## config.mk

```make
export PLATFORM = sky130hd
export DESIGN_NAME = prog_clk_div
export DESIGN_NICKNAME = d
export VERILOG_FILES = /design/src/rtl/prog_clk_div.sv
export SDC_FILE = /design/constraint.sdc
export NUM_CORES = 1
export LEC_CHECK = 0
export BUFFER_PORTS_ARGS = -buffer_cell sky130_fd_sc_hd__buf_4
export CAP_MARGIN = 20
export CORE_UTILIZATION = 25
export CTS_CLUSTER_DIAMETER = 120
export CTS_CLUSTER_SIZE = 28
export DETAILED_ROUTE_END_ITERATION = 10
export SKIP_CTS_REPAIR_TIMING = 1
export SLEW_MARGIN = 5
export SYNTH_ARGS = -nofsm -noshare
export SYNTH_HDL_FRONTEND = slang
export SYNTH_SLANG_ARGS = --single-unit
```

## constraint.sdc

```tcl
create_clock -name clk_in -period 4.55 [get_ports clk_in]
set_input_delay 0.91 -clock clk_in [delete_from_list [all_inputs] [get_ports clk_in]]
set_output_delay 0.91 -clock clk_in [all_outputs]
set_load 0.01 [all_outputs]
```

## src/rtl/prog_clk_div.sv

```systemverilog
// prog_clk_div: NCH independent programmable clock dividers on one clock.
// Each channel counts up to its active half-period and then toggles its
// square-wave output. A tick strobe marks each rising edge of the output.
// New half-period values are staged as pending and take effect only at a
// terminal count, so no output half-period is ever cut short.
// Optional feature: define PROG_CLK_DIV_SYNC_EN to add the 'sync' input.
// A sync pulse restarts every enabled channel in phase and applies any
// pending value immediately.
module prog_clk_div #(
  parameter int NCH          = 4,
  parameter int CW           = 19,
  parameter int DEFAULT_HALF = 499999,
  parameter int CHW          = 2
) (
  input  logic            clk_in,
  input  logic            rst,
`ifdef PROG_CLK_DIV_SYNC_EN
  input  logic            sync,
`endif
  input  logic [NCH-1:0]  en,
  input  logic            cfg_we,
  input  logic [CHW-1:0]  cfg_ch,
  input  logic [CW-1:0]   cfg_half,
  output logic [NCH-1:0]  cfg_pending,
  output logic [NCH-1:0]  clk_out,
  output logic [NCH-1:0]  tick
);

  localparam logic [CW-1:0] RESET_HALF = CW'(DEFAULT_HALF);

  logic [CW-1:0]  count_q     [NCH];
  logic [CW-1:0]  count_d     [NCH];
  logic [CW-1:0]  act_half_q  [NCH];
  logic [CW-1:0]  act_half_d  [NCH];
  logic [CW-1:0]  pend_half_q [NCH];
  logic [CW-1:0]  pend_half_d [NCH];
  logic [NCH-1:0] pending_q, pending_d;
  logic [NCH-1:0] clk_out_q, clk_out_d;
  logic [NCH-1:0] tick_q, tick_d;
  logic [NCH-1:0] wr_hit;
  logic [NCH-1:0] terminal;

  // Decode which channel a write targets and which channels hit terminal count.
  // A select value at or above NCH matches no channel, so that write is dropped.
  always_comb begin
    wr_hit   = '0;
    terminal = '0;
    for (int n = 0; n < NCH; n++) begin
      wr_hit[n]   = cfg_we && (cfg_ch == CHW'(n));
      terminal[n] = en[n] && (count_q[n] == act_half_q[n]);
    end
  end

  // Compute each channel's next counter, output, strobe and staged config.
  always_comb begin
    for (int n = 0; n < NCH; n++) begin
      count_d[n]     = count_q[n];
      act_half_d[n]  = act_half_q[n];
      pend_half_d[n] = pend_half_q[n];
      pending_d[n]   = pending_q[n];
      clk_out_d[n]   = clk_out_q[n];
      tick_d[n]      = 1'b0;

      if (terminal[n]) begin
        count_d[n]   = '0;
        clk_out_d[n] = ~clk_out_q[n];
        tick_d[n]    = ~clk_out_q[n];
        if (pending_q[n]) begin
          act_half_d[n] = pend_half_q[n];
          pending_d[n]  = 1'b0;
        end
      end else if (en[n]) begin
        count_d[n] = count_q[n] + CW'(1);
      end

`ifdef PROG_CLK_DIV_SYNC_EN
      if (sync && en[n]) begin
        count_d[n]   = '0;
        clk_out_d[n] = 1'b0;
        tick_d[n]    = 1'b0;
        if (pending_q[n]) begin
          act_half_d[n] = pend_half_q[n];
          pending_d[n]  = 1'b0;
        end
      end
`endif

      // A write is evaluated last. A write that lands on a boundary therefore
      // stays pending for the next boundary instead of being applied now.
      if (wr_hit[n]) begin
        pend_half_d[n] = cfg_half;
        pending_d[n]   = 1'b1;
      end
    end
  end

  // Register all channel state; reset restores the default half-period everywhere.
  always_ff @(posedge clk_in) begin
    if (rst) begin
      for (int n = 0; n < NCH; n++) begin
        count_q[n]     <= '0;
        act_half_q[n]  <= RESET_HALF;
        pend_half_q[n] <= RESET_HALF;
      end
      pending_q <= '0;
      clk_out_q <= '0;
      tick_q    <= '0;
    end else begin
      count_q     <= count_d;
      act_half_q  <= act_half_d;
      pend_half_q <= pend_half_d;
      pending_q   <= pending_d;
      clk_out_q   <= clk_out_d;
      tick_q      <= tick_d;
    end
  end

  assign cfg_pending = pending_q;
  assign clk_out     = clk_out_q;
  assign tick        = tick_q;

endmodule

```

=== Word-level counts from Yosys, hierarchy flattened ===
Cells that the tools add are included.
W data, S select, Z words.

* Multiplexer cells: 8
* Eq/ne operators: 7
* $add $sub $neg: 4
* Reduce and logical (&&, ||, !) cells: 25
* Bitwise logic cells: 8

{| class="wikitable"
|+ Operators with widths
! cell !! count
|-
| $add A19 B1 Y19 const B || 4
|-
| $eq A19 B19 Y1 || 4
|-
| $reduce_or A2 Y1 || 8
|-
| $logic_and A1 B1 Y1 || 8
|-
| $mux W1 || 8
|-
| $not A1 Y1 || 8
|-
| $reduce_and A2 Y1 || 4
|-
| $reduce_bool A2 Y1 || 4
|-
| $eq A2 B2 Y1 const B || 2
|-
| $eq A2 B1 Y1 const B || 1
|-
| $logic_not A2 Y1 || 1
|}

* Bits in registers: 240
* Input port bits: 28
* Output and inout port bits: 12
* Logic and storage cells: 76

=== Longest topological paths before layout ===
* Word-level depth: 4
* Gate-level depth with buffers: 8
* Mapped depth without buffers: 6

=== Least setup slack after synthesis ===
Ideal clock, no wire load.

* Path kind: input-to-reg
* From: in en[0]
* To: reg count_q[74] (netlist name)
* Arrival time: 2.242 ns
* Stages: 6
* Slack: 2.181 ns
* Path buffers: 1
* Library setup time: 0.128 ns
* Path through: buf_2 > nand4_1 > nor3_1 > or4b_1 > xnor2_1 > nor2_1

* Longest elaborated chain between the ends: 2

{| class="wikitable"
|+ Ends and longest elaborated chain
! what !! RTL line !! RTL
|-
| start: declaration || 20 || <nowiki>input logic [NCH-1:0] en,</nowiki>
|-
| $logic_and A1 B1 Y1 || 50 || <nowiki>terminal[n] = en[n] && (count_q[n] == act_half_q[n]);</nowiki>
|-
| $reduce_or A2 Y1 (no line) || - ||
|-
| end signal: assignment || 109 || <nowiki>count_q <= count_d;</nowiki>
|-
| end: declaration || 31 || <nowiki>logic [CW-1:0] count_q [NCH];</nowiki>
|}

Parallel ways exist; a longest one is shown, timed or not.
A chain may end at the register's enable or synchronous reset.

=== Final worst setup path ===
* From: reg count_q[22] (netlist name)
* To: reg count_q[22] (netlist name)

* Longest elaborated chain between the ends: 3

{| class="wikitable"
|+ Ends and longest elaborated chain
! what
|-
| parallel branches: the longest is 3 deep, another holds $add A19 B1 Y19
|}

Several ways; the timed one is not identified.

==> flow_summary_export.csv <==
group,metric,value,unit
status,status,"finished, final reports clean",
floorplanning,io_pins,40,
logic_synthesis,yosys_warnings,0,
logic_synthesis,synthMuxAreaShare,4.23,%
clock_tree,htree_levels,1,
grt,antenna_found_initial,0,
sta,final_max_slew_viol_count,0,
sta,finalHoldViolCount,0,
finish,postLayoutCellArea,11300,sq um
clock_tree,cts_num_sinks,240,
routing,finalWirelength,24200,microns
critical_path,r2r_setup_slack,1.84,ns
logic_synthesis,synth_most_common_cell,"dfxtp_1",
routing,drc,0,
power_and_ir_drop,irDropWorstVdd,0.179,mV
placement,gp_congestion,0.782,
logic_synthesis,synth_cell_types,48,
sta,setup_viol,0,
critical_path,cp_slowest_cell,"o21ai_2",
logic_synthesis,ys_seq_area_share,47.0,%
clock_tree,clockBufferDepth,3,
floorplanning,die_w,204,microns
min_path,whs_path_depth,2,
finish,final_nets,1219,
logic_synthesis,synth_edf_count,0,
clock_tree,cts-root-buf,"clkbuf_16",
placement,port_buffers,39,
routing,ant_nets,0,
placement,place_area,10900,sq um
logic_synthesis,ys_seq_elements,240,
logic_synthesis,yosysTopAreaCellShare,47.0,%
clock_tree,clk_latency,0.48,ns
logic_synthesis,synth_simple_gate_area_share,25.4,%
flow_run,max_cap_violations,0,
sta,tightest_slew,1.09,ns
floorplanning,die_area,41700,sq um
routing,viasPerCell,4.64,
critical_path,cp_cell_sequence,"xor2_1 -> nor4_1 -> nand4_1 -> o21ai_2 -> nor2_1",
routing,detail_route.first_pass.iterations,7,
logic_synthesis,netlist_area,10200,sq um
finish,fill_cells,4315,
sta,fin_skew,0.0205,ns
critical_path,startpoint_type,"flip-flop",
logic_synthesis,yosysTopAreaCell,"dfxtp_1",
floorplanning,core,40000,sq um
floorplanning,die_h,204,microns
sta,max_freq,369,MHz
floorplanning,rows,73,
placement,dp_worst_setup_slack,1.69,ns
critical_path,cp_max_fo,19,
logic_synthesis,synthAdderAreaFrac,0.490,%
sta,fin_setup_tns,0,ns
critical_path,regToRegEndpoint,"count_q[22]$_SDFFE_PP0P_",
min_path,hold_start,"pend_half_q[12]$_SDFFE_PP0P_",
grt,grt_pass1_vias,7455,
power_and_ir_drop,p_leak,4.14,nW
sta,timing.final.crit_share,59.6,%
critical_path,required,4.89,ns
finish,area_growth,10.4,%
grt,track_usage,11.6,%
sta,rsz0062_at_grt,"no",
logic_synthesis,synth_xor_xnor_area_share,12.4,%
grt,grt_max_degree,58,
critical_path,cp_data_arrival_time,3.06,ns
sta,fin_crit,2.71,ns
routing,vias,7938,
clock_tree,clkSlewWorstSetupHoldPaths,0.11,ns
logic_synthesis,synth_fp_nets,1228,
grt,overflow,0,
logic_synthesis,synth_compound_area_share,6.93,%
min_path,hold_class,"flip-flop to flip-flop",
logic_synthesis,async_flop_share,0,%
finish,drive_gt1_share,6.66,%
finish,final_core_util,28.2,%
critical_path,r2r_cells,5,
clock_tree,cts_tree,"built",
clock_tree,cts_made_buffers,12,
routing,drt_iter0_markers,505,
critical_path,cp-end-kind,"flip-flop",
logic_synthesis,syn_inst,1196,
finish,insertedDiodeCount,0,
logic_synthesis,synth_top_family_by_area,"simple AND/OR/NAND/NOR gates",
grt,grt_pass1_wl,39300,microns
logic_synthesis,synth_ff_type,"dfxtp_1",
min_path,hold_end,"act_half_q[12]$_SDFFE_PP0P_",
power_and_ir_drop,p_per_area,316,nW/um^2
placement,post-dp-hpwl,17100,microns
sta,relSlewSlack,27.4,%
routing,wl_per_cell,14.1,microns
logic_synthesis,postSynthAreaPerCell,8.54,sq um
critical_path,timing.rr.start,"count_q[22]$_SDFFE_PP0P_",
logic_synthesis,synthTopCellsByArea,"dfxtp_1 (47%), xor2_1 (8.8%), nand2_1 (7.8%)",
floorplanning,initial_utilization,25.5,%
critical_path,slowest_delay,0.87,ns
logic_synthesis,synth_common_cells,"dfxtp_1 (240), nand2_1 (212), nor2_1 (138)",
sta,setup_slack,1.84,ns
critical_path,path_class,"flip-flop to flip-flop",
==> area by class of cell <==
type	instances	area (sq um)	area share [%]
clock buffer	13	325	2.88
clock inverter	1	16.3	0.144
inverter	14	52.6	0.466
multi-input combinational	873	5070	45.0
sequential	240	4800	42.6
tap	525	657	5.82
timing repair buffer	46	353	3.13
==> cell families after synthesis <==
| kind of cell | count (synthesis) |
|---|---|
| simple gates | 559 |
| flops | 240 |
| xor+xnor | 145 |
| compound gates | 122 |
| buf+inv | 83 |
| mux | 43 |
| fa+ha+maj | 4 |
==> flip-flops by register name, indices dropped and copies added, names as in the netlist <==
signal / cells
act_half_q: 76
count_q: 76
pend_half_q: 76
cfg_pending: 4
clk_out: 4
tick: 4
==> layer usage <==
layer  share of wire, %  vias to the layer above  global-route usage (%)
li1                   -                     4008                       -
met1                 50                     3802                    16.9
met2                 45                      112                    18.1
met3                3.9                       16                    1.74
met4                1.1                        0                    1.81
met5                  0                        -                       0
==> layout by cell type (no fill, tap or decap), drive strengths merged, types with 2 or more instances in the layout <==
cell type  instances
a21oi             55
nor3b              4
clkbuf            13
and3               7
o21ai             36
nand4             51
mux2i             42
inv               14
o31ai             14
dfxtp            240
ha                 4
a31oi             11
xnor2             42
buf               46
nor2             138
and2               4
nor4              18
or3                5
or2                2
and4              11
nand2            212
xor2             103
nor3              23
nand3             77
==> report_power, final <==
part | leakage (nW) | switching (W) | internal, W | total (W)
sequential | 1.95 | 0.0000347 | 0.00214 | 0.00217
clock | 0.167 | 0.000672 | 0.000522 | 0.00119
combinational | 2.03 | 0.000126 | 0.0000648 | 0.000191
total | 4.14 | 0.000833 | 0.00273 | 0.00356
==> critical path: cells and delay by family (launching register included) <==
family	cells	cell delay (ns)
xor+xnor	1	0.17
compound gates	1	0.87
flops	1	0.36
simple gates	3	1.18
==> how the worst max path moves through the flow <==
stage,depth (start not counted),from,slack (ns),endpoint
3_3_place_gp,5,en[2],1.73,count_q[34]$_SDFFE_PP0P_
4_1_cts,5,count_q[22]$_SDFFE_PP0P_,1.84,count_q[19]$_SDFFE_PP0P_
2_1_floorplan,6,en[0],2.18,count_q[74]$_SDFFE_PP0P_
6_report,5,count_q[22]$_SDFFE_PP0P_,1.84,count_q[22]$_SDFFE_PP0P_
3_5_place_dp,5,en[2],1.69,count_q[22]$_SDFFE_PP0P_
5_1_grt,5,count_q[22]$_SDFFE_PP0P_,1.45,count_q[32]$_SDFFE_PP0P_
==> per-stage QoR <==
stage	instances	hold slack (ns)	power [W]
floorplan	1196	0.435	0.00233
global placement	1696	0.445	0.00241
detailed placement	1698	0.447	0.00241
CTS	1712	0.458	0.00360
global route	1712	0.477	0.00371
finish	1712	0.460	0.00356
Note: power is estimated with default switching activity, not from simulation.
